## src/rtl/wb_arbiter.sv

```systemverilog
// Register-file write-port arbiter: unbuffered requester A, 2-deep FIFO for B.
// Define WB_ROUND_ROBIN_EN for round-robin; default is A priority with starvation guard.
module wb_arbiter (
    input  logic        clk,
    input  logic        rst,
    input  logic        a_valid,
    output logic        a_ready,
    input  logic [4:0]  a_addr,
    input  logic [31:0] a_data,
    input  logic        b_valid,
    output logic        b_ready,
    input  logic [4:0]  b_addr,
    input  logic [31:0] b_data,
    output logic        WE3,
    output logic [4:0]  AD3,
    output logic [31:0] WD3,
    output logic [31:0] pend_mask,
    output logic [1:0]  b_count
);

    logic [4:0]  r_faddr [2];
    logic [31:0] r_fdata [2];
    logic        r_rd_ptr;
    logic        r_wr_ptr;
    logic [1:0]  r_count;
    logic        r_we;
    logic [4:0]  r_ad;
    logic [31:0] r_wd;

    logic        w_head_vld;
    logic        w_push;
    logic        w_grant_a;
    logic        w_grant_b;
    logic        w_b_wins;
    logic        w_rd_nxt;
    logic [4:0]  w_sel_addr;
    logic [31:0] w_sel_data;
    logic [31:0] w_pend;

    assign w_head_vld = (r_count != 2'd0);
    assign w_rd_nxt   = ~r_rd_ptr;
    assign b_ready    = !rst && (r_count != 2'd2);
    assign w_push     = b_valid && b_ready;
    assign a_ready    = w_grant_a;
    assign b_count    = r_count;
    assign WE3        = r_we;
    assign AD3        = r_ad;
    assign WD3        = r_wd;
    assign pend_mask  = w_pend;

`ifdef WB_ROUND_ROBIN_EN
    // Set when B holds priority at the next contended cycle.
    logic r_rr_b;

    assign w_b_wins = r_rr_b;

    always_ff @(posedge clk) begin
        if (rst) begin
            r_rr_b <= 1'b0;
        end else if (a_valid && w_head_vld) begin
            r_rr_b <= w_grant_a;
        end
    end
`else
    logic [1:0] r_starve;

    assign w_b_wins = (r_starve == 2'd3);

    always_ff @(posedge clk) begin
        if (rst || !w_head_vld || w_grant_b) begin
            r_starve <= 2'd0;
        end else if (r_starve != 2'd3) begin
            r_starve <= r_starve + 2'd1;
        end
    end
`endif

    always_comb begin
        w_grant_a = 1'b0;
        w_grant_b = 1'b0;
        if (!rst) begin
            if (a_valid && w_head_vld) begin
                w_grant_b = w_b_wins;
                w_grant_a = !w_b_wins;
            end else begin
                w_grant_a = a_valid;
                w_grant_b = w_head_vld;
            end
        end
    end

    always_comb begin
        w_sel_addr = r_faddr[r_rd_ptr];
        w_sel_data = r_fdata[r_rd_ptr];
        if (w_grant_a) begin
            w_sel_addr = a_addr;
            w_sel_data = a_data;
        end
    end

    always_comb begin
        w_pend = 32'd0;
        if (r_count != 2'd0) w_pend[r_faddr[r_rd_ptr]] = 1'b1;
        if (r_count == 2'd2) w_pend[r_faddr[w_rd_nxt]] = 1'b1;
        if (r_we)            w_pend[r_ad] = 1'b1;
        w_pend[0] = 1'b0;
    end

    always_ff @(posedge clk) begin
        if (rst) begin
            r_count  <= 2'd0;
            r_rd_ptr <= 1'b0;
            r_wr_ptr <= 1'b0;
        end else begin
            r_count <= r_count + {1'b0, w_push} - {1'b0, w_grant_b};
            if (w_push)    r_wr_ptr <= ~r_wr_ptr;
            if (w_grant_b) r_rd_ptr <= ~r_rd_ptr;
        end
    end

    always_ff @(posedge clk) begin
        if (w_push) begin
            r_faddr[r_wr_ptr] <= b_addr;
            r_fdata[r_wr_ptr] <= b_data;
        end
    end

    // x0 writes still consume a grant but never assert the write enable.
    always_ff @(posedge clk) begin
        if (rst) begin
            r_we <= 1'b0;
            r_ad <= 5'd0;
            r_wd <= 32'd0;
        end else if (w_grant_a || w_grant_b) begin
            r_we <= (w_sel_addr != 5'd0);
            r_ad <= w_sel_addr;
            r_wd <= w_sel_data;
        end else begin
            r_we <= 1'b0;
        end
    end

endmodule
```

## config.mk

```make
export PLATFORM = sky130hd
export DESIGN_NAME = wb_arbiter
export DESIGN_NICKNAME = d
export VERILOG_FILES = /design/src/rtl/wb_arbiter.sv
export SDC_FILE = /design/constraint.sdc
export NUM_CORES = 1
export LEC_CHECK = 0
export ABC_AREA = 1
export CAP_MARGIN = 20
export CORE_MARGIN = 4
export CORE_UTILIZATION = 50
export CTS_BUF_LIST = sky130_fd_sc_hd__clkbuf_8
export DETAILED_ROUTE_END_ITERATION = 8
export PLACE_DENSITY = 0.92
export SYNTH_ARGS = -nofsm -noshare
export SYNTH_HDL_FRONTEND = slang
export SYNTH_SLANG_ARGS = --single-unit
```

## constraint.sdc

```tcl
create_clock -name clk -period 3.3 [get_ports clk]
set_clock_uncertainty 0.2 [all_clocks]
set_input_delay 0.66 -clock clk [delete_from_list [all_inputs] [get_ports clk]]
set_output_delay 0.66 -clock clk [all_outputs]
set_load 0.02 [all_outputs]
```

==> impl_metrics.tcl <==
set metrics [dict create \
    status "completed" \
    clockRootBuffer "clkbuf_8" \
    post-route-drc-count 0 \
    rsz0062_at_grt "yes" \
    dp_hpwl_um 10600 \
    ctsResizeCount 14 \
    cts_hold_buf 0 \
    avgSynthCellArea_um2 8.37 \
    p_leak_nw 3.33 \
    synth_area_um2 5660 \
    holdPathEnd "r_starve[0]" \
    ys_seq_area_frac 0.552 \
    worst_pin_slew_ns 0.825 \
    synth_flop_cell "edfxtp_1" \
    synth_edf_count 74 \
    post_cts_buffers 0 \
    clockBufferDepth 2 \
    min_from "r_starve[0]" \
    gr-total-overflow 0 \
    rows 38 \
    hold_path_class "register to register" \
    yosys.area.top_type_share 0.393 \
    ys_seq_elements 119 \
    totalPowerFinal_mw 4.19 \
    start_util 0.517 \
    yosys-top-cells-count "169 x nand2_1, 80 x nor2_1, 74 x edfxtp_1, 69 x nand3_1, 56 x inv_1" \
    synthTopCellsByArea "edfxtp_1 39%, dfxtp_1 16%, nand2_1 11%, nand3_1 6.1%, nor2_1 5.3%" \
    area_growth_pct 38.9 \
    slowest_delay_ns 0.63 \
    criticalPathCategory "register to output pin" \
    grtUsageTotal 0.234 \
    viasPerCell 5.26 \
    drtPass1Iterations 5 \
    cts.sinks 119 \
    crit_chain "inv_1, nor3_1, inv_1, o21ai_0, clkdlybuf4s50_1" \
    grt_pass1_wl_um 24100 \
    holdPathStages 1 \
    antenna_found_initial 0 \
    setup_violations 0 \
    synthCells 676 \
    r2r_end "b_count[1]" \
    yosysWarnings 0 \
    crit_top_cell "inv_1" \
    max_slew_margin 0.450 \
    design_area_um2 7860 \
    h-tree-depth 4 \
    min_period_ns 3.26 \
    final_util 0.718 \
    drt_wl_total_um 15200 \
    finalHoldViolations 0 \
    insertion_delay_ns 0.41 \
    drt_iter0_markers 437 \
    cp_max_fo 6 \
    cts_tree "yes" \
    portBuffers 150 \
    dieArea_um2 13100 \
    grt_pass1_vias 5051 \
    num_antenna_cells 0 \
    place_ws_ns 0.245 \
    synth-async-reset-ratio 0 \
    cap_violations 0 \
    worstReg2RegStart "b_count[0]" \
    core_um2 10900 \
    placed_area_um2 7310 \
    ant_nets 0 \
    ys_types 26 \
    clk_pin_slew_ns 0.07 \
    num_vias 5175 \
    gp_congestion 0.903 \
    grt_start_max_net_pins 70 \
    fp.dieH_um 114 \
    slew_violations 0 \
    slowest_stage "clkdlybuf4s50_1" \
    io_pins 152 \
    endpoint_kind "output pin" \
    finalNetCount 911 \
    die_w_um 114 \
    post_drt_wl_per_cell_um 15.4 \
    drive_gt1_frac 0.106 \
    r2r_setup_slack_ns 1.00 \
    post-route-worst-setup-slack_ns 0.0404 \
    critPathRequiredTime_ns 2.44 \
    synthMostInstantiatedCell "nand2_1" \
    fmax_mhz 307 \
    period_share 0.988 \
    reg2regPathDepth 9 \
    cts_buffers 17 \
    syn_nets 757 \
    setup.worst_path.start_class "register" \
    synth_area_leader_cell "edfxtp_1" \
    arrival_ns 2.40 \
    p_per_area_nw_per_um2 533 \
    peakVddDrop_v 0.000474 \
]
[per-stage QoR]
| stage | TNS, ns | std cells | hold slack, ns |
|---|---|---|---|
| 2_1_floorplan | -8.17 | 676 | 0.206 |
| 3_3_place_gp | 0 | 951 | 0.223 |
| 3_5_place_dp | 0 | 951 | 0.227 |
| 4_1_cts | -0.0187 | 983 | 0.242 |
| 5_1_grt | -0.288 | 983 | 0.273 |
| 6_report | 0 | 983 | 0.242 |
[routing by layer]
| metal | vias up | share of wire | global-route usage |
|---|---|---|---|
| met2 | 248 | 0.49 | 0.400 |
| met3 | 42 | 0.075 | 0.0581 |
| met5 | - | 0 | 0 |
| met1 | 2341 | 0.40 | 0.277 |
| li1 | 2544 | - | - |
| met4 | 0 | 0.033 | 0.105 |
[where the power goes]
group          leakage (nW)  switching [mW]  internal (mW)
clock                 0.226           0.607          0.905
combinational          2.05           0.532          0.373
sequential             1.05          0.0719           1.70
[state kept, by name, indices dropped and copies added (netlist names), named ones only]
register and flops:
AD3 5, WD3 32, WE3 1, b_count 2, r_faddr 10, r_fdata 64, r_rd_ptr 1, r_starve 2
r_wr_ptr 1
[worst max-delay path: cells and delay by family, from the launching register on]
kind            cells  cell delay (ns)
buf+inv             3             0.91
flops               1             0.45
compound gates      1             0.18
simple gates        1             0.45
[cells in the final DEF (no fill, tap or decap), drive strengths merged]
master,instances
bufinv,5
or2,29
clkdlybuf4s50,127
conb,1
inv,65
xor2,1
nand2,171
nand3,71
dlymetal6s2s,16
o211ai,11
buf,13
o21a,7
nor3,12
edfxtp,74
nor2,81
dlygate4sd2,7
clkinvlp,2
clkbuf,17
a2111oi,1
ha,3
dfxtp,45
clkinv,4
a21oi,27
o21ai,53
[worst max path at each step]
stage	from	endpoint	slack (ns)
after global routing	AD3[4]	pend_mask[17]	-0.09
after floorplan	rst	r_faddr[0][0]	-0.11
final	AD3[4]	pend_mask[19]	0.04
after CTS	r_rd_ptr	pend_mask[4]	-0.01
after global placement	rst	a_ready	0.27
after detailed placement	rst	b_count[1]	0.24
[layout make-up]
type / instances / area, um2
timing repair buffer: 163 / 1630
inverter: 61 / 229
sequential: 119 / 3130
clock inverter: 15 / 225
clock buffer: 17 / 234
tap: 140 / 175
multi-input combinational: 468 / 2230
fill: 825 / 3080
[logic make-up (layout without fill, tap and decap cells)]
family,Yosys count,in the layout,synth area share
buffers and inverters,89,256,0.0642
xor gates and xnor gates,1,1,0.00155
other,1,1,0.000663
and+or+nand+nor,364,364,0.276
DFF,119,119,0.552
AOI/OAI and AO/OA,99,99,0.0989
adders and majority gates,3,3,0.00664
Note: power is estimated with default switching activity, not from simulation.
